`src/rtl/bp_resolve_queue.sv`:
```
// In-flight branch queue: holds predictor indices and predicted direction from F until the
// branch resolves in M, then issues a one-cycle predictor update. Optional macro: BP_STATS_EN.
module bp_resolve_queue #(
   parameter int BHT_DEPTH  = 3,
   parameter int QDEPTH_LOG = 2
) (
   input  logic                  clk,
   input  logic                  rst,
   input  logic                  pushF,
   input  logic [BHT_DEPTH-1:0]  hashed_pcF,
   input  logic [BHT_DEPTH-1:0]  hashed_pc2F,
   input  logic                  pcsrcPF,
   input  logic                  resolveM,
   input  logic                  pcsrcM,
   output logic                  branch_upd,
   output logic [BHT_DEPTH-1:0]  hashed_pc_upd,
   output logic [BHT_DEPTH-1:0]  hashed_pc2_upd,
   output logic                  pcsrc_upd,
   output logic                  mispredict,
   output logic                  full,
   output logic                  empty,
   output logic [QDEPTH_LOG:0]   count,
   output logic                  ovf,
   output logic                  udf,
   output logic [15:0]           stat_resolved,
   output logic [15:0]           stat_mispred
);

   localparam int DEPTH = 1 << QDEPTH_LOG;
   localparam logic [QDEPTH_LOG:0] DEPTH_C = (QDEPTH_LOG+1)'(DEPTH);

   typedef logic [QDEPTH_LOG-1:0] ptr_t;

   logic [BHT_DEPTH-1:0] hpc_mem  [DEPTH];
   logic [BHT_DEPTH-1:0] hpc2_mem [DEPTH];
   logic                 pred_mem [DEPTH];

   ptr_t wr_ptr;
   ptr_t rd_ptr;

   logic pop;
   logic mis;
   logic push_ok;

   assign full    = (count == DEPTH_C);
   assign empty   = (count == '0);
   assign pop     = resolveM && !empty;
   assign mis     = pop && (pred_mem[rd_ptr] != pcsrcM);
   // A mispredict flushes younger entries, so a same-cycle push is wrong-path too.
   assign push_ok = pushF && (!full || pop) && !mis;

   always_ff @(posedge clk) begin
      if (push_ok) begin
         hpc_mem[wr_ptr]  <= hashed_pcF;
         hpc2_mem[wr_ptr] <= hashed_pc2F;
         pred_mem[wr_ptr] <= pcsrcPF;
      end
   end

   always_ff @(posedge clk or negedge rst) begin
      if (!rst) begin
         wr_ptr         <= '0;
         rd_ptr         <= '0;
         count          <= '0;
         branch_upd     <= 1'b0;
         mispredict     <= 1'b0;
         hashed_pc_upd  <= '0;
         hashed_pc2_upd <= '0;
         pcsrc_upd      <= 1'b0;
         ovf            <= 1'b0;
         udf            <= 1'b0;
      end else begin
         branch_upd <= pop;
         mispredict <= mis;
         if (pop) begin
            hashed_pc_upd  <= hpc_mem[rd_ptr];
            hashed_pc2_upd <= hpc2_mem[rd_ptr];
            pcsrc_upd      <= pcsrcM;
         end
         if (pushF && full && !pop)
            ovf <= 1'b1;
         if (resolveM && empty)
            udf <= 1'b1;

         if (mis) begin
            rd_ptr <= wr_ptr;
            count  <= '0;
         end else begin
            if (push_ok)
               wr_ptr <= wr_ptr + ptr_t'(1);
            if (pop)
               rd_ptr <= rd_ptr + ptr_t'(1);
            case ({push_ok, pop})
               2'b10:   count <= count + (QDEPTH_LOG+1)'(1);
               2'b01:   count <= count - (QDEPTH_LOG+1)'(1);
               default: count <= count;
            endcase
         end
      end
   end

`ifdef BP_STATS_EN
   function automatic logic [15:0] sat_inc(input logic [15:0] v);
      return (v == 16'hFFFF) ? v : v + 16'd1;
   endfunction

   always_ff @(posedge clk or negedge rst) begin
      if (!rst) begin
         stat_resolved <= '0;
         stat_mispred  <= '0;
      end else begin
         if (pop)
            stat_resolved <= sat_inc(stat_resolved);
         if (mis)
            stat_mispred <= sat_inc(stat_mispred);
      end
   end
`else
   assign stat_resolved = '0;
   assign stat_mispred  = '0;
`endif

endmodule

```
`config.mk`:
```
export PLATFORM = sky130hd
export DESIGN_NAME = bp_resolve_queue
export DESIGN_NICKNAME = d
export VERILOG_FILES = /design/src/rtl/bp_resolve_queue.sv
export SDC_FILE = /design/constraint.sdc
export NUM_CORES = 1
export LEC_CHECK = 0
export ABC_AREA = 1
export BUFFER_PORTS_ARGS = -buffer_cell sky130_fd_sc_hd__buf_4
export CAP_MARGIN = 10
export CORE_UTILIZATION = 33
export CTS_BUF_LIST = sky130_fd_sc_hd__clkbuf_8
export DETAILED_ROUTE_END_ITERATION = 12
export GPL_TIMING_DRIVEN = 1
export HOLD_SLACK_MARGIN = 0.08
export PLACE_DENSITY = 0.58
export SYNTH_ARGS = -nofsm -noshare
export SYNTH_HDL_FRONTEND = slang
export SYNTH_SLANG_ARGS = --single-unit
```
`constraint.sdc`:
```
create_clock -name clk -period 2.2 [get_ports clk]
set_input_delay 0.44 -clock clk [delete_from_list [all_inputs] [get_ports clk]]
set_output_delay 0.44 -clock clk [all_outputs]
set_load 0.005 [all_outputs]
```
* Word level (Yosys, flattened, before mapping)
Memories as Yosys holds them, arrays and structs flattened. A register that Yosys moved wholly into a read port is not among the register bits.
Index checks and enable logic that the tools add are counted.
** Storage, ports and cells
- Bits in registers :: 12
- Latch bits :: 0
- Bits in writable memories :: 28
- Bits in read-only memories :: 0
- Output and inout port bits :: 48
- Word-level logic and storage cells :: 44
- Memories :: 3
** Memory list
- hpc2_mem :: words 4, bits a word 3, read ports 1, clocked after Yosys merged registers in 1, write ports 1, RTL line 35 : logic [BHT_DEPTH-1:0] hpc2_mem [DEPTH];
- hpc_mem :: words 4, bits a word 3, read ports 1, clocked after Yosys merged registers in 1, write ports 1, RTL line 34 : logic [BHT_DEPTH-1:0] hpc_mem [DEPTH];
- pred_mem :: words 4, bits a word 1, read ports 1, clocked after Yosys merged registers in 0, write ports 1, RTL line 36 : logic pred_mem [DEPTH];
** Operators by class
- $add $sub $neg :: 4
- $mul :: 0
- Divide/modulo/power cells :: 0
- $lt $le $gt $ge :: 0
- Equality and inequality tests :: 4
- Shift operators :: 0
- Muxes and demuxes :: 6
- Bitwise logic cells :: 1
- Reductions and logical operators :: 18
** Operator list (count)
- $logic_and A1 B1 Y1 :: 7
- $logic_not A1 Y1 :: 6
- $pmux W3 S2 :: 1
- $add A2 B1 Y2 const B :: 2
- $mux W2 :: 2
- $add A3 B1 Y3 const B :: 1
- $eq A3 B3 Y1 const B :: 1
- $logic_not A3 Y1 :: 1
- $mux W3 :: 1
- $reduce_bool A3 Y1 :: 1
- $sub A3 B1 Y3 const B :: 1
- $eq A2 B1 Y1 const B :: 1
- $eq A2 B2 Y1 const B :: 1
- $mux W1 :: 2
- $reduce_and A2 Y1 :: 1
- $reduce_bool A2 Y1 :: 1
- $logic_or A1 B1 Y1 :: 1
- $ne A1 B1 Y1 :: 1
- $not A1 Y1 :: 1

* Longest topological paths before layout
- Depth after elaboration :: 9
- Mapped depth :: 14
- Depth with buffers taken out :: 14

* Worst setup path before layout
Ideal clock, no wire load.
- Path type :: reg-to-reg
- Start point :: register rd_ptr[0]
- End point :: register count[2]
- Setup time :: 76 ps
- Arrival time :: 1895 ps
- Data required time :: 2124 ps
- Path slack :: 229 ps
- Cell stages (with the launch flop) :: 15
- Path buffers :: 0
- Cells stage by stage :: dfrtp_1 > inv_2 > nand2_1 > nand3_1 > nand2_1 > nand2_1 > nand2_4 > o21bai_4 > inv_1 > fa_1 > xnor2_1 > inv_1 > nand3_1 > nand2_1 > o21ai_1
** On the way
- Longest elaborated chain between the ends :: 8
- Elaborated cells between the ends (all ways) :: 10
** RTL lines
- from (decl) :: RTL line 39 : ptr_t rd_ptr;
- from (signal assigned) :: RTL line 86 : rd_ptr <= wr_ptr;
- from (signal assigned) :: RTL line 92 : rd_ptr <= rd_ptr + ptr_t'(1);
- $mem_v2 Z4 W1 *
- $ne A1 B1 Y1 * :: RTL line 48 : assign mis = pop && (pred_mem[rd_ptr] != pcsrcM);
- $logic_and A1 B1 Y1 * :: RTL line 48
- $logic_not A1 Y1 :: RTL line 50 : assign push_ok = pushF && (!full || pop) && !mis;
- $logic_and A1 B1 Y1 :: RTL line 50
- $eq A2 B1 Y1 or $eq A2 B2 Y1 (tied branches) :: RTL line 93 : case ({push_ok, pop})
- $pmux W3 S2 :: RTL line 93
- $mux W3 :: RTL line 85 : if (mis) begin
- to (signal assigned) :: RTL line 94 : 2'b10: count <= count + (QDEPTH_LOG+1)'(1);
- to (signal assigned) :: RTL line 95 : 2'b01: count <= count - (QDEPTH_LOG+1)'(1);
- to (signal assigned) :: RTL line 96 : default: count <= count;
- to (decl) :: RTL line 22 : output logic [QDEPTH_LOG:0] count,
Every way passes the cells marked *; elsewhere a longest branch is shown, timed or not.
A chain may end at the register's enable or synchronous reset.

* Final worst setup path
Ends and elaborated chain as after synthesis.

==> flow_metrics.env <==
export IMPL_port_buffers=27
export IMPL_vias_per_cell=4.29
export IMPL_wl_per_cell_um=11.5
export IMPL_synth_area_leader_cell="edfxtp_1"
export IMPL_swShare=0.367
export IMPL_maxSlewViolCount=0
export IMPL_final_core_util=0.396
export IMPL_cts_sinks=46
export IMPL_synth_area_top_cells="edfxtp_1 (38%), dfrtp_1 (21%), buf_4 (12%)"
export IMPL_design_area_um2=2530
export IMPL_finalSetupViolations=0
export IMPL_core_rowCount=29
export IMPL_fmax_mhz=489
export IMPL_endpoint_kind="flip-flop"
export IMPL_synth_top_area_share=0.383
export IMPL_dp_hpwl_mm=2.60
export IMPL_power_uw=3130
export IMPL_n_fill_cell=612
export IMPL_seqPwrFrac=0.423
export IMPL_yosys_warnings=0
export IMPL_grt_pass1_vias=1244
export IMPL_internal_power_uw=1980
export IMPL_synth_cells=204
export IMPL_combPwrFrac=0.415
export IMPL_grtUsageTotal=0.113
export IMPL_drt_iter0_markers=63
export IMPL_crit_arrival_ps=2270
export IMPL_fin_nets=261
export IMPL_ant_nets=0
export IMPL_cts_buffers=5
export IMPL_cts_tree="built"
export IMPL_synth_avg_cell_area_um2=10.8
export IMPL_clk_pin_slew_ps=90
export IMPL_syn_area_um2=2190
export IMPL_tns_ps=0
export IMPL_grt_pass1_wl_mm=6.13
export IMPL_powerDensity_nw_per_um2=1240
export IMPL_die_w_um=83.6
export IMPL_cts_buffer_depth=2
export IMPL_leakagePower_uw=0.00113
export IMPL_antenna_cells=0
export IMPL_globalRouteOverflowTotal=0
export IMPL_fp_dieArea_um2=6980
export IMPL_cts_setup_buffers=0
export IMPL_coreArea_um2=6390
export IMPL_hold_path_class="in -> reg"
export IMPL_io_pins=60
export IMPL_clkPwrFrac=0.162
export IMPL_clk_latency_ps=290
export IMPL_htreeDepth=2
export IMPL_grt_max_degree=19
export IMPL_routed_wl_mm=3.70
export IMPL_min_period_ps=2050
export IMPL_crit_type="reg -> reg"
export IMPL_min_period_over_period=0.930
export IMPL_switchingPower_uw=1150
export IMPL_grt_antenna_before_repair=0
export IMPL_ys_seq_area_frac=0.588
export IMPL_worstPathMaxFanout=5
export IMPL_clock_skew_final_ps=4.12
export IMPL_ys_types=28
export IMPL_start_kind="flip-flop"
export IMPL_drc_errors=0
export IMPL_cap_viol_max_count=0
export IMPL_vias=1380
export IMPL_firstDrtPassIters=4
export IMPL_layout_drive_gt1_share=0.245
export IMPL_place_area_um2=2420
export IMPL_cts_root_buffer="clkbuf_8"
export IMPL_hold_violations=0
export IMPL_dieHeight_um=83.6
export IMPL_area_growth_pct=15.3
export IMPL_initial_core_util=0.344
export IMPL_cp_required_ps=2420
export IMPL_finalWeightedCongestion=0.695
export IMPL_max_vdd_ir_drop_uv=475
export IMPL_outcome="finished clean"
export IMPL_ys_ff_latch=46
final timing paths:
check	startpoint	to	slack, ps	cells after the start
worst max-delay path	rd_ptr[0]$_DFFE_PN0P_	count[2]$_DFFE_PN0P_	150	14
min in group asynchronous	rst	count[0]$_DFFE_PN0P_	560	2
worst min register to register	udf$_DFFE_PN0P_	udf$_DFFE_PN0P_	490	1
worst max register to register	rd_ptr[0]$_DFFE_PN0P_	count[2]$_DFFE_PN0P_	150	14
worst min-delay path	hashed_pcF[1]	hpc_mem[1][1]$_DFFE_PP_	340	1
max in group asynchronous	rst	hashed_pc2_upd[2]$_DFFE_PN0N_	1440	2
sequential cells by signal (all words and copies together), names as in the netlist, 2 cells and up:
register        cells
count               3
pred_mem            4
hashed_pc_upd       3
rd_ptr              2
hpc_mem            12
hashed_pc2_upd      3
wr_ptr              2
hpc2_mem           12
synthesized netlist by cell type:
cell type / number
inv_2: 4
a31o_2: 1
a31oi_1: 6
nand2_1: 18
nor2_1: 37
xnor2_1: 1
ha_1: 4
nand3_1: 6
o21ai_0: 14
a22oi_1: 1
o21bai_4: 1
nand3_2: 2
buf_4: 34
o21ai_1: 3
dfrtp_1: 18
a21oi_1: 1
fa_1: 1
conb_1: 1
nand2_2: 1
edfxtp_1: 28
clkbuf_1: 1
inv_1: 13
o211ai_1: 1
xor2_1: 1
o21bai_1: 1
nor3_2: 1
buf_2: 1
nand2_4: 3
metal layers:
metal / global-route usage / wire [µm] / vias to the layer above
met5: 0 / 0 / -
met4: 0.0324 / 23 / 0
met3: 0.0386 / 237 / 2
met2: 0.185 / 1800 / 57
met1: 0.143 / 1630 / 639
li1: - / - / 682
stage by stage:
stage | instances | hold slack (ps) | setup WS [ps]
after floorplan | 235 | 144 | 229
after global placement | 313 | 334 | 230
after detailed placement | 313 | 338 | 202
after CTS | 322 | 334 | 159
after global routing | 322 | 332 | -15.3
final | 322 | 339 | 154
kinds of logic (layout without fill, tap and decap cells):
group,after synthesis,count (layout),share of synthesized area
AO/OA/AOI/OAI,29,29,0.0810
XOR/XNOR,2,2,0.00798
adder cells (fa/ha/maj),5,5,0.0319
buffers and inverters,53,63,0.149
flip-flops,46,46,0.588
other,1,32,0.00171
AND/OR/NAND/NOR,68,68,0.140
cell usage in the layout, fill, tap and decap left out, drive strengths merged:
master,instances
conb,32
o21bai,2
inv,17
a31oi,6
clkinvlp,1
a31o,1
nor2,37
o21ai,17
nand3,8
edfxtp,28
xnor2,1
clkbuf,5
buf,37
dlygate4sd3,1
clkinv,2
fa,1
ha,4
dfrtp,18
o211ai,1
a21oi,1
nand2,22
nor3,1
xor2,1
a22oi,1
worst max-delay path, stage by stage (launching register included):
cell and delay, ps:
dfrtp_1 430, inv_2 110, nand2_1 50, nand3_1 90, nand2_1 60, nand2_1 90
nand2_4 90, o21bai_4 120, inv_1 60, fa_1 410, xnor2_2 170, inv_1 60
nand3_1 70, nand2_1 50, o21ai_1 110
power groups by stage:
stage	logic, µW	registers [µW]	clock network [µW]
after floorplan	835	1330	0
after global placement	1280	1340	0
after detailed placement	1300	1340	0
after CTS	1300	1330	522
after global routing	1480	1360	555
final	1300	1320	508
what timing repair did:
action	4_1_cts	5_1_grt
endpoints found under the setup margin	0	1
gates resized for setup	0	2
hold buffers	1	0
endpoints found under the hold margin	18	0
cell type report:
type / instances / area (µm²) / share of cell area
flip-flops and latches: 46 / 1290 / 0.510
multi-input cells: 136 / 702 / 0.277
repair buffers: 38 / 288 / 0.114
well taps: 77 / 96.3 / 0.0381
clock buffers: 5 / 68.8 / 0.0272
inverters: 17 / 63.8 / 0.0252
clock inverters: 3 / 21.3 / 0.00840
Power figures use the tool's default switching activity.
